[config.mk]
export PLATFORM = sky130hd
export DESIGN_NAME = bch_chien_search
export DESIGN_NICKNAME = d
export VERILOG_FILES = /design/src/rtl/bch_chien_search.sv
export SDC_FILE = /design/constraint.sdc
export NUM_CORES = 1
export LEC_CHECK = 0
export CAP_MARGIN = 20
export CELL_PAD_IN_SITES_DETAIL_PLACEMENT = 0
export CELL_PAD_IN_SITES_GLOBAL_PLACEMENT = 2
export CORE_UTILIZATION = 35
export DETAILED_ROUTE_END_ITERATION = 16
export PLACE_DENSITY = 0.91
export SYNTH_ARGS = -nofsm -noshare
export SYNTH_HDL_FRONTEND = slang
export SYNTH_SLANG_ARGS = --single-unit
[constraint.sdc]
create_clock -name clk -period 3.6 [get_ports clk]
set_clock_uncertainty 0.05 [all_clocks]
set_input_delay 0.72 -clock clk [delete_from_list [all_inputs] [get_ports clk]]
set_output_delay 0.72 -clock clk [all_outputs]
set_load 0.05 [all_outputs]
[src/rtl/bch_chien_search.sv]
// Chien-search error locator for binary BCH over GF(2^M).
// Evaluates sigma(x) at alpha^i for i = 0..N-1, one element per clock.
module bch_chien_search #(
  parameter int         M         = 4,
  parameter int         T         = 3,
  parameter logic [M:0] PRIM_POLY = 5'b10011
) (
  input  logic                 clk,
  input  logic                 rst,
  input  logic                 start,
  input  logic [(T+1)*M-1:0]   sigma,
  input  logic [4:0]           degree,
  output logic                 busy,
  output logic                 done,
  output logic [T*M-1:0]       err_pos,
  output logic [T-1:0]         err_valid,
  output logic [(2**M)-2:0]    err_loc_onehot,
  output logic [$clog2(T+1)-1:0] err_count,
  output logic                 fail
);

  localparam int N  = 2**M - 1;
  localparam int CW = $clog2(N+1);

  typedef enum logic [1:0] {
    IDLE,
    SEARCH,
    DONE
  } state_t;

  state_t state_q, state_d;

  logic [M-1:0]  coef_q [T+1];
  logic [M-1:0]  i_q;
  logic [4:0]    deg_q;
  logic [CW-1:0] roots_q;
  logic          ovf_q;
  logic [M-1:0]  s;
  logic [M-1:0]  p;
  logic          root;
  logic          last;

  // Multiply by alpha: shift left, reduce by the primitive polynomial.
  function automatic logic [M-1:0] xtime(input logic [M-1:0] a);
    logic [M-1:0] r;
    r = {a[M-2:0], 1'b0};
    if (a[M-1])
      r = r ^ PRIM_POLY[M-1:0];
    return r;
  endfunction

  function automatic logic [M-1:0] mul_pow(
    input logic [M-1:0] a,
    input int           k
  );
    logic [M-1:0] v;
    v = a;
    for (int n = 0; n < T; n++)
      if (n < k)
        v = xtime(v);
    return v;
  endfunction

  always_comb begin
    s = '0;
    for (int j = 0; j <= T; j++)
      s = s ^ coef_q[j];
  end

  assign root = (s == '0);
  assign last = (i_q == M'(N-1));
  assign p    = (i_q == '0) ? '0 : M'(N - int'(i_q));

  always_ff @(posedge clk or posedge rst) begin
    if (rst)
      state_q <= IDLE;
    else
      state_q <= state_d;
  end

  always_comb begin
    state_d = state_q;
    unique case (state_q)
      IDLE:    if (start) state_d = SEARCH;
      SEARCH:  if (last) state_d = DONE;
      DONE:    state_d = IDLE;
      default: state_d = IDLE;
    endcase
  end

  always_ff @(posedge clk or posedge rst) begin
    if (rst) begin
      for (int j = 0; j <= T; j++)
        coef_q[j] <= '0;
      i_q            <= '0;
      deg_q          <= '0;
      roots_q        <= '0;
      ovf_q          <= 1'b0;
      busy           <= 1'b0;
      done           <= 1'b0;
      err_pos        <= '0;
      err_valid      <= '0;
      err_loc_onehot <= '0;
      err_count      <= '0;
      fail           <= 1'b0;
    end else begin
      done <= 1'b0;
      unique case (state_q)
        IDLE: begin
          if (start) begin
            for (int j = 0; j <= T; j++)
              coef_q[j] <= (j > int'(degree)) ? '0 : sigma[j*M +: M];
            i_q            <= '0;
            deg_q          <= degree;
            roots_q        <= '0;
            ovf_q          <= 1'b0;
            busy           <= 1'b1;
            err_pos        <= '0;
            err_valid      <= '0;
            err_loc_onehot <= '0;
            err_count      <= '0;
            fail           <= 1'b0;
          end
        end
        SEARCH: begin
          i_q <= i_q + 1'b1;
          for (int j = 0; j <= T; j++)
            coef_q[j] <= mul_pow(coef_q[j], j);
          if (root) begin
            err_loc_onehot[p] <= 1'b1;
            roots_q           <= roots_q + 1'b1;
            if (int'(err_count) < T) begin
              err_pos[int'(err_count)*M +: M] <= p;
              err_valid[err_count]            <= 1'b1;
              err_count                       <= err_count + 1'b1;
            end else begin
              ovf_q <= 1'b1;
            end
          end
        end
        DONE: begin
          done <= 1'b1;
          busy <= 1'b0;
          fail <= (int'(deg_q) > T) | ovf_q |
                  (int'(roots_q) != int'(deg_q));
        end
        default: ;
      endcase
    end
  end

endmodule

# [Word level (Yosys, flattened, before mapping)]
# Index checks and enable logic that the tools add are counted.
[totals] register_bits=67 inputBits=24 output_inout_bits=35 word_cells=120
[classes] add_sub_neg=5 n_lt_le_gt_ge=9 n_eq_ne=9 shifts=2 n_mux=50 bitwise=14 reduce_logical=15
[ops] operator="$mux W12" n=3
[ops] operator="$mux W4" n=9
[ops] operator="$neg A4 Y33" n=1
[ops] operator="$shift A4 B33 Y12 const A" n=1
[ops] operator="$shiftx A4 B33 Y12" n=1
[ops] operator="$pmux W16 S2" n=1
[ops] operator="$mux W15" n=2
[ops] operator="$pmux W15 S2" n=1
[ops] operator="$pmux W12 S2" n=1
[ops] operator="$mux W2" n=11
[ops] operator="$mux W16" n=1
[ops] operator="$pmux W4 S2" n=2
[ops] operator="$or A15 B15 Y15" n=1
[ops] operator="$bwmux W12" n=1
[ops] operator="$not A2 Y2" n=6
[ops] operator="$xor A4 B4 Y4" n=3
[ops] operator="$gt A2 B5 Y1 const A" n=2
[ops] operator="$ne A2 B2 Y1 const B" n=5
[ops] operator="$mux W3" n=3
[ops] operator="$add A4 B1 Y4 const B" n=2
[ops] operator="$logic_not A4 Y1" n=2
[ops] operator="$pmux W2 S2" n=2
[ops] operator="$reduce_and A2 Y1" n=4
[ops] operator="$reduce_and A4 Y1" n=2
[ops] operator="other kinds (25)" n=37

# [Logic depth before layout (Yosys ltp)]
# Gate-level depths: netlist (run 1).
[depth] ltp_word=9 mapped_depth=8 mapped_depth_nobuf=7

# [Least setup slack after synthesis (run 1)]
# Ideal clock, no wire load.
[synth_timing] kind="flip-flop to flip-flop" startpoint="register err_count[0]" endpoint="register err_pos[6]" setup_ns=0.063 arrival_ns=2.040 required_time_ns=3.487 slack_ns=1.446 stages_incl_launch_ff=8 path_buffers=0 period_less_slack_ns=2.154 path_cell_list="dfrtp_1 inv_1 ha_1 nor2b_1 nand4_1 nor2b_1 a31oi_1 o21ba_2"
[synth_between] elab_chain_len=6 elab_cells_between_ends=10 classes_between="add/sub (1); order compare (1); eq/ne (1); shift (2); mux (4); reduce/logical (1)"
[synth_lines] item="from (decl)" line_no="18" text="output logic [$clog2(T+1)-1:0] err_count,"
[synth_lines] item="from (signal assigned)" line_no="135" text="err_count <= err_count + 1'b1;"
[synth_lines] item="$neg A4 Y33" line_no="133" text="err_pos[int'(err_count)*M +: M] <= p;"
[synth_lines] item="$shiftx A4 B33 Y12 or $shift A4 B33 Y12 (tied branches)" line_no="133"
[synth_lines] item="$bwmux W12" line_no="133"
[synth_lines] item="$mux W12" line_no="132" text="if (int'(err_count) < T) begin"
[synth_lines] item="$mux W12" line_no="129" text="if (root) begin"
[synth_lines] item="$pmux W12 S2" line_no="108" text="unique case (state_q)"
[synth_lines] item="to (signal, indexed assignment)" line_no="133"
[synth_lines] item="to (decl)" line_no="15" text="output logic [T*M-1:0] err_pos,"
# Several ways; a longest one is shown, not always the timed one. The select of a mux whose other input is x is not followed.
# A chain may end at the register's enable or synchronous reset.

# [Worst setup path after layout (run 1)]
[layout_timing] startpoint="register state_q[0]" endpoint="register err_count[1]"
[layout_between] elab_chain_len=3 elab_cells_between_ends=8 classes_between="eq/ne (4); mux (1); reduce/logical (3)"
[layout_lines] item="from (decl)" line_no="31" text="state_t state_q, state_d;"
[layout_lines] item="from (signal assigned)" line_no="78" text="state_q <= state_d;"
[layout_lines] item="$eq A2 B1 Y1 or $logic_not A2 Y1 (tied branches)" line_no="108"
[layout_lines] item="$ne A2 B2 Y1 (no source line) or $reduce_bool A2 Y1 (tied branches)"
[layout_lines] item="$reduce_and A4 Y1 (no source line)"
# Several ways; a longest one is shown, not always the timed one.

==> impl_metrics.toml, run 1 <==
[grt]
grt_use_total_pct = 17.7
grt_overflow = 0
grt_max_degree = 68
antenna_found_initial = 0
grt_pass1_wl_um = 13200
grt_pass1_vias = 2617

[timing]
tns_ps = 0
rsz0062_at_grt = "no"
final_max_slew_viol_count = 0
max_freq_ghz = 0.396
holdWs_ps = 425
slew-limit-headroom_pct = 39.0
hold_viol = 0
fin_crit_sh_pct = 70.2
min_period_ps = 2530
worst_pin_slew_ps = 916
finalSetupViolCount = 0

[clocking]
cts_resized = 0
postCtsSetupRepairBufs = 0
insertion_delay_ps = 340
cts_buffer_depth = 2
root_buffer = "clkbuf_8"
cts.sinks = 67
postCtsHoldBufs = 0
numCtsBuffers = 9
ctsHtreeMaxLevel = 3
clkTransAtPathRegs_ps = 70
cts_tree = "done"

[run]
drv_cap = 0

[critical_path]
critPathRequiredTime_ps = 3730
critPathLaunchType = "flop"
slowest_delay_ps = 730
critical_path_buf_inv_count = 0
path_class = "reg -> reg"
crit_fanout = 15
r2r_cells = 4
worstPathArrival_ps = 2660
startpoint = "state_q[0]"
endpoint = "err_count[1]"
rr_startpoint = "state_q[0]"
ff2ff_setup_slack_ps = 1070
cp.depth = 4
path_delay_family = "simple AND/OR/NAND/NOR gates"
cp_cell_sequence = "nor2b_1 -> nand3_1 -> nor2_2 -> o221ai_1"
crit_path_end_kind = "flop"
cpMaxStageDelayCell = "nor2_2"
r2r-end = "err_count[1]"

[power]
power_frac_seq_pct = 32.0
clkPwrFrac_pct = 15.4
switching_share_pct = 47.9
cellInternalPower_uw = 2080
irDropWorstVdd_uv = 530
power.density_mw_per_mm2 = 966
p_comb_share_pct = 52.6
p_leak_uw = 0.00186
p_sw_uw = 1920

[final_layout]
num-nets-final = 417
drive_gt1_share_pct = 6.43
syn2layout_area_growth_pct = 27.2
post-route-util_pct = 46.7
stdcell_count = 497
diodes = 0

[detailed_routing]
postRouteAntennaNets = 0
drt-initial-drc-count = 142
via_per_inst = 5.28
via_count = 2622
drt_first_pass_iters = 7
wl_um = 7880
remaining_drc_errors = 0
wl_per_cell_um = 15.9

[logic_synthesis]
yosysUniqueCellTypes = 47
ys_ff_latch = 67
ys.flop_type = "dfrtp_1"
ys_warn_count = 0
yosys-top-cells-count = "67 x dfrtp_1, 61 x nand2_1, 18 x inv_1, 16 x nor2_1"
synth_area_mm2 = 0.00325
yosysSeqAreaShare_pct = 51.6
yosys.area.top_type = "dfrtp_1"
synth-edff-count = 0
synth_most_common_cell = "dfrtp_1"
synth.avg_cell_area_um2 = 9.91
async_flop_share_pct = 100
synthCells = 328
synth_top_area_share_pct = 51.6
synthTopCellsByArea = "dfrtp_1 52%, nand2_1 7.0%, ha_1 3.5%"
syn_nets = 361

[floorplanning]
die-area_mm2 = 0.00968
coreArea_mm2 = 0.00885
die_w_um = 98.4
io_pins = 59
fp.dieH_um = 98.4
num_rows = 34
initial_core_util_pct = 36.8

[run_status]
status = "finished, final reports clean"

[place]
gp_congestion = 0.833
placed_cells = 481
hpwlAfterDp_um = 5460
io_buffer_count = 58

[hold_path]
min_path_type = "reg -> reg"
## power groups by stage
| stage | clock [uW] | sequential (uW) | combinational, uW |
|---|---|---|---|
| detailed placement | 0 | 1290 | 2120 |
| global placement | 0 | 1290 | 2080 |
| floorplan | 0 | 1540 | 1250 |
| CTS | 629 | 1280 | 2130 |
| finish | 614 | 1280 | 2100 |
| global route | 669 | 1330 | 2290 |
## area by class of cell
cell class / instances / area (um2)
well taps: 108 / 135
clock inverters: 2 / 35.0
multi-input cells: 225 / 1440
fillers: 886 / 4710
inverters: 18 / 67.6
flip-flops and latches: 67 / 1680
clock buffers: 14 / 153
repair buffers: 63 / 631
## cells by family (layout without fill, tap and decap cells)
group / after synthesis / in the layout / share of synthesized area (%)
AOI/OAI and AO/OA: 66 / 66 / 15.2
buffers and inverters: 36 / 97 / 4.35
and+or+nand+nor: 123 / 123 / 17.8
muxes: 10 / 10 / 3.08
DFF: 67 / 67 / 51.6
adders and majority gates: 9 / 9 / 3.46
xor gates and xnor gates: 17 / 17 / 4.58
## sequential cells by signal, indices dropped and copies added, names as in the netlist
register	count
fail	1
err_count	2
i_q	4
err_valid	3
deg_q	5
err_pos	12
coef_q	16
busy	1
roots_q	4
err_loc_onehot	15
done	1
ovf_q	1
state_q	2
## tightest hold or removal path, stage by stage (launching register included)
cell and delay (ps):
dfrtp_1 340, nand2_1 50, nand2_1 50
## per-layer routing
metal  vias to the layer above  routed length, um  track usage [%]
li1                       1272                  -                -
met1                      1269               3710             23.4
met2                        72               3780             28.2
met3                         9                304             3.87
met4                         0                 89             7.00
met5                         -                  0                0
## worst min-delay path by stage
stage / startpoint / to / slack, ps / depth (start not counted)
after floorplan: deg_q[3] / deg_q[3] / 390 / 2
after global placement: deg_q[3] / deg_q[3] / 410 / 2
after detailed placement: deg_q[3] / deg_q[3] / 400 / 2
after CTS: deg_q[3] / deg_q[3] / 420 / 2
after global routing: deg_q[4] / deg_q[4] / 450 / 2
final: busy / busy / 430 / 2
## stage by stage
step                area (um2)  worst slack [ps]  power (uW)
detailed placement        3950               845        3410
global route              4140               862        4290
finish                    4140              1070        4000
CTS                       4140              1000        4040
global placement          3950               872        3370
floorplan                 3250              1150        2800
## placed cells by master, fill, tap and decap left out, types with 8 or more instances in the layout
master           instances
nand4_1                  8
xnor2_1                 10
clkbuf_8                10
nand3_1                  8
inv_1                   17
mux2i_1                 10
nor2_1                  16
ha_1                     9
clkdlybuf4s50_1         58
nand2_1                 61
o21ai_0                 15
dfrtp_1                 67
a32o_1                  10
Power figures use the tool's default switching activity.
==> run 2: changes to the inputs <==
- CORE_UTILIZATION: 35 -> 29
- PLACE_DENSITY: 0.91 -> 0.82
- clock period: 3.6 -> 2.2 ns (I/O delays scaled with it)
==> run 2 against run 1 <==
Power up 70%. Critical path depth down 3. Sequential share of layout area down 1.9 points. Final area up 4.9%. Clock-buffer cell count down 2. Flip-flop and latch count unchanged. Wire length up 6.9%. First-iteration DRC count down 32%. Global-route usage down 1.7 points. Final cell count up 11%. Via count up 3.5%. Register-to-register slack worse by 860 ps.
==> impl_metrics.toml, run 2 (synthesis results as in run 1) <==
[power]
cellInternalPower_uw = 3590
switching_share_pct = 47.2
irDropWorstVdd_uv = 579
p_sw_uw = 3210
power_frac_seq_pct = 30.5
p_comb_share_pct = 56.5
power.density_mw_per_mm2 = 1570
clkPwrFrac_pct = 13.0
p_leak_uw = 0.00196

[floorplanning]
die-area_mm2 = 0.0116
num_rows = 38
die_w_um = 108
initial_core_util_pct = 29.9
fp.dieH_um = 108
io_pins = 59
coreArea_mm2 = 0.0109

[detailed_routing]
wl_um = 8430
drt-initial-drc-count = 97
remaining_drc_errors = 0
wl_per_cell_um = 15.3
via_count = 2714
via_per_inst = 4.93
drt_first_pass_iters = 4
postRouteAntennaNets = 0

[clocking]
insertion_delay_ps = 350
numCtsBuffers = 9
cts_tree = "done"
cts.sinks = 67
postCtsSetupRepairBufs = 0
postCtsHoldBufs = 0
cts_resized = 1
clkTransAtPathRegs_ps = 70
root_buffer = "clkbuf_8"
ctsHtreeMaxLevel = 3
cts_buffer_depth = 2

[grt]
grt_pass1_vias = 2778
grt_overflow = 0
grt_max_degree = 32
grt_use_total_pct = 16.0
grt_pass1_wl_um = 14100
antenna_found_initial = 0

[timing]
min_period_ps = 2110
worst_pin_slew_ps = 574
fin_crit_sh_pct = 95.9
max_freq_ghz = 0.474
final_max_slew_viol_count = 0
hold_viol = 0
finalSetupViolCount = 0
rsz0062_at_grt = "no"
tns_ps = 0
slew-limit-headroom_pct = 60.8

[place]
placed_cells = 535
io_buffer_count = 58
gp_congestion = 0.814
hpwlAfterDp_um = 6290

[critical_path]
crit_path_end_kind = "output pin"
crit_fanout = 5
cpMaxStageDelayCell = "clkdlybuf4s50_1"
cp_cell_sequence = "clkdlybuf4s50_1"
path_delay_family = "buffers and inverters"
critPathRequiredTime_ps = 1710
critical_path_buf_inv_count = 1
critPathLaunchType = "flop"
worstPathArrival_ps = 1620
slowest_delay_ps = 830
path_class = "reg -> out"

[run]
drv_cap = 0

[final_layout]
num-nets-final = 439
reg_top3 = "coef_q: 16 flops, err_loc_onehot: 15 flops, err_pos: 12 flops"
diodes = 0
largest_reg_flops = 16
largest_register = "coef_q"
final_common_cell = "dfrtp_1"
final_cell_mix = "66 x dfrtp_1, 61 x nand2_1, 57 x clkdlybuf4s50_1, 24 x buf_4, 17 x inv_1"
syn2layout_area_growth_pct = 33.4
stdcell_count = 550
post-route-util_pct = 39.9
drive_gt1_share_pct = 12.0

[hold_path]
min_path_type = "in -> async"

[run_status]
status = "finished, final reports clean"
[run 2: metrics by stage]
step	setup slack (ps)	area [um2]	power, uW	hold WS (ps)
after floorplan	26.8	3250	4580	387
after global placement	-19.4	4180	5900	414
after detailed placement	-102	4180	5960	404
after CTS	72.3	4340	6860	410
after global routing	34.8	4340	7320	442
final	90.0	4340	6790	390
[run 2: worst paths after layout]
check | start | slack [ps] | to | cells past startpoint
max reg2reg | coef_q[4] | 210 | err_pos[3] | 5
min in group clk | deg_q[3] | 420 | deg_q[3] | 2
min reg2reg | deg_q[3] | 420 | deg_q[3] | 2
min | rst | 390 | deg_q[3] | 2
max in group asynchronous | rst | 1190 | err_loc_onehot[7] | 3
max | err_count[1] | 90 | err_count[1] | 1
[run 2: cell type report]
cell class                 count  area [um2]
fill                        1061        6550
tap                          140         175
timing repair buffer          85         820
sequential                    67        1680
inverter                      18        67.6
clock buffer                  12         145
clock inverter                 3        15.0
multi-input combinational    225        1440
[run 2: metal layers]
| layer | GRT usage (%) | routed length (um) | vias up |
|---|---|---|---|
| li1 | - | - | 1312 |
| met1 | 20.9 | 3860 | 1313 |
| met2 | 26.1 | 4060 | 76 |
| met3 | 2.42 | 352 | 13 |
| met4 | 7.05 | 149 | 0 |
| met5 | 0 | 0 | - |
[run 2: power groups by stage]
| stage | Clock, uW | Sequential, uW | Combinational [uW] |
|---|---|---|---|
| floorplan | 0 | 2520 | 2050 |
| global placement | 0 | 2100 | 3800 |
| detailed placement | 0 | 2100 | 3860 |
| CTS | 912 | 2080 | 3870 |
| global route | 958 | 2150 | 4220 |
| finish | 887 | 2070 | 3840 |
==> run 3: changes to the inputs <==
- RECOVER_POWER: default -> 25
==> run 3 against run 2 <==
Final cell count stayed put. Critical path depth unchanged. Flip-flop and latch count did not move. Power about the same. Via count down 0.26%. Die area unchanged. Global-route usage unchanged. First-iteration DRC count down 5.2%. Clock power about the same. Clock-buffer cell count did not move. Hold slack better by 29 ps. Wire length barely moved. Largest power group unchanged.
==> impl_metrics.toml, run 3 (synthesis results as in run 1) <==
[run_status]
status = "finished, final reports clean"

[floorplanning]
coreArea_mm2 = 0.0109
fp.dieH_um = 108
num_rows = 38
io_pins = 59
die-area_mm2 = 0.0116
die_w_um = 108
initial_core_util_pct = 29.9

[clocking]
cts_buffer_depth = 2
numCtsBuffers = 9
clkTransAtPathRegs_ps = 70
root_buffer = "clkbuf_8"
insertion_delay_ps = 350
cts.sinks = 67
ctsHtreeMaxLevel = 3
cts_tree = "done"
postCtsHoldBufs = 0

[critical_path]
worstPathArrival_ps = 1620
critPathLaunchType = "flop"
slowest_delay_ps = 830
crit_path_end_kind = "output pin"
path_delay_family = "buffers and inverters"
critPathRequiredTime_ps = 1710
cpMaxStageDelayCell = "clkdlybuf4s50_1"
cp_cell_sequence = "clkdlybuf4s50_1"
path_class = "reg -> out"
crit_fanout = 5
critical_path_buf_inv_count = 1

[grt]
antenna_found_initial = 0
grt_pass1_wl_um = 14100
grt_use_total_pct = 16.0
grt_overflow = 0
grt_pass1_vias = 2778
grt_max_degree = 32

[detailed_routing]
via_count = 2707
wl_per_cell_um = 15.3
drt-initial-drc-count = 92
drt_first_pass_iters = 5
via_per_inst = 4.92
wl_um = 8430
remaining_drc_errors = 0
postRouteAntennaNets = 0

[timing]
worst_pin_slew_ps = 739
holdWs_ps = 419
tns_ps = 0
slew-limit-headroom_pct = 50.7
min_period_ps = 2110
hold_viol = 0
fin_crit_sh_pct = 96.0
max_freq_ghz = 0.474
final_max_slew_viol_count = 0
finalSetupViolCount = 0
rsz0062_at_grt = "no"

[final_layout]
stdcell_count = 550
drive_gt1_share_pct = 11.7
post-route-util_pct = 39.6
largest_register = "coef_q"
diodes = 0
final_common_cell = "dfrtp_1"
final_cell_mix = "66 x dfrtp_1, 61 x nand2_1, 56 x clkdlybuf4s50_1, 24 x buf_4, 18 x inv_1"
stdcell_area_mm2 = 0.00431
largest_reg_flops = 16
num-nets-final = 439
reg_top3 = "coef_q: 16 flops, err_loc_onehot: 15 flops, err_pos: 12 flops"
syn2layout_area_growth_pct = 32.5

[power]
p_sw_uw = 3210
power_frac_seq_pct = 30.5
power.density_mw_per_mm2 = 1580
p_leak_uw = 0.00195
irDropWorstVdd_uv = 577
switching_share_pct = 47.3
cellInternalPower_uw = 3580
clkPwrFrac_pct = 13.1
p_comb_share_pct = 56.4

[hold_path]
min_path_type = "reg -> reg"

[place]
io_buffer_count = 58
hpwlAfterDp_um = 6290
placed_cells = 535
gp_congestion = 0.814
placed_area_mm2 = 0.00418

[run]
drv_cap = 0
-- run 3: cell count changes in the layout (fill, tap and decap cells not counted) --
cell | previous run | this run
buf_12 | 3 | 1
inv_1 | 17 | 18
dlygate4sd3_1 | 0 | 1
inv_2 | 1 | 0
clkbuf_2 | 0 | 1
buf_2 | 0 | 1
clkdlybuf4s50_1 | 57 | 56
-- run 3: final cells by class --
type | instances | area [um2]
fill | 1065 | 6580
sequential | 67 | 1680
multi-input combinational | 225 | 1440
timing repair buffer | 85 | 790
tap | 140 | 175
clock buffer | 12 | 145
inverter | 18 | 67.6
clock inverter | 3 | 15.0
-- run 3: worst paths after layout --
check,from,end,slack (ps),cells past startpoint
worst min register to register,deg_q[3],deg_q[3],420,2
min in group asynchronous,rst,deg_q[3],610,2
worst max register to register,coef_q[0],err_pos[3],200,5
max in group asynchronous,rst,coef_q[14],320,3
worst min-delay path,deg_q[3],deg_q[3],420,2
worst max-delay path,err_count[1],err_count[1],90,1
-- run 3: metrics by stage --
stage	worst slack, ps	total power [uW]
detailed placement	-102	5960
global placement	-19.4	5900
finish	88.3	6790
CTS	72.3	6860
global route	34.8	7310
floorplan	26.8	4580
-- run 3: what timing repair did --
action,in CTS,in global routing
hold endpoints to repair,0,0
gates resized for setup,1,1
endpoints found under the setup margin,1,1
setup buffers,0,0
-- run 3: power groups by stage --
stage,registers [uW],logic [uW],clock network [uW]
floorplan,2520,2050,0
global placement,2100,3800,0
detailed placement,2100,3860,0
CTS,2080,3870,912
global route,2150,4210,958
finish,2070,3830,887
-- run 3: layer usage --
layer | global-route usage [%] | wire length [um] | up-vias
met5 | 0 | 0 | -
li1 | - | - | 1311
met4 | 7.05 | 158 | 0
met2 | 26.1 | 4070 | 59
met1 | 20.9 | 3890 | 1323
met3 | 2.42 | 317 | 14
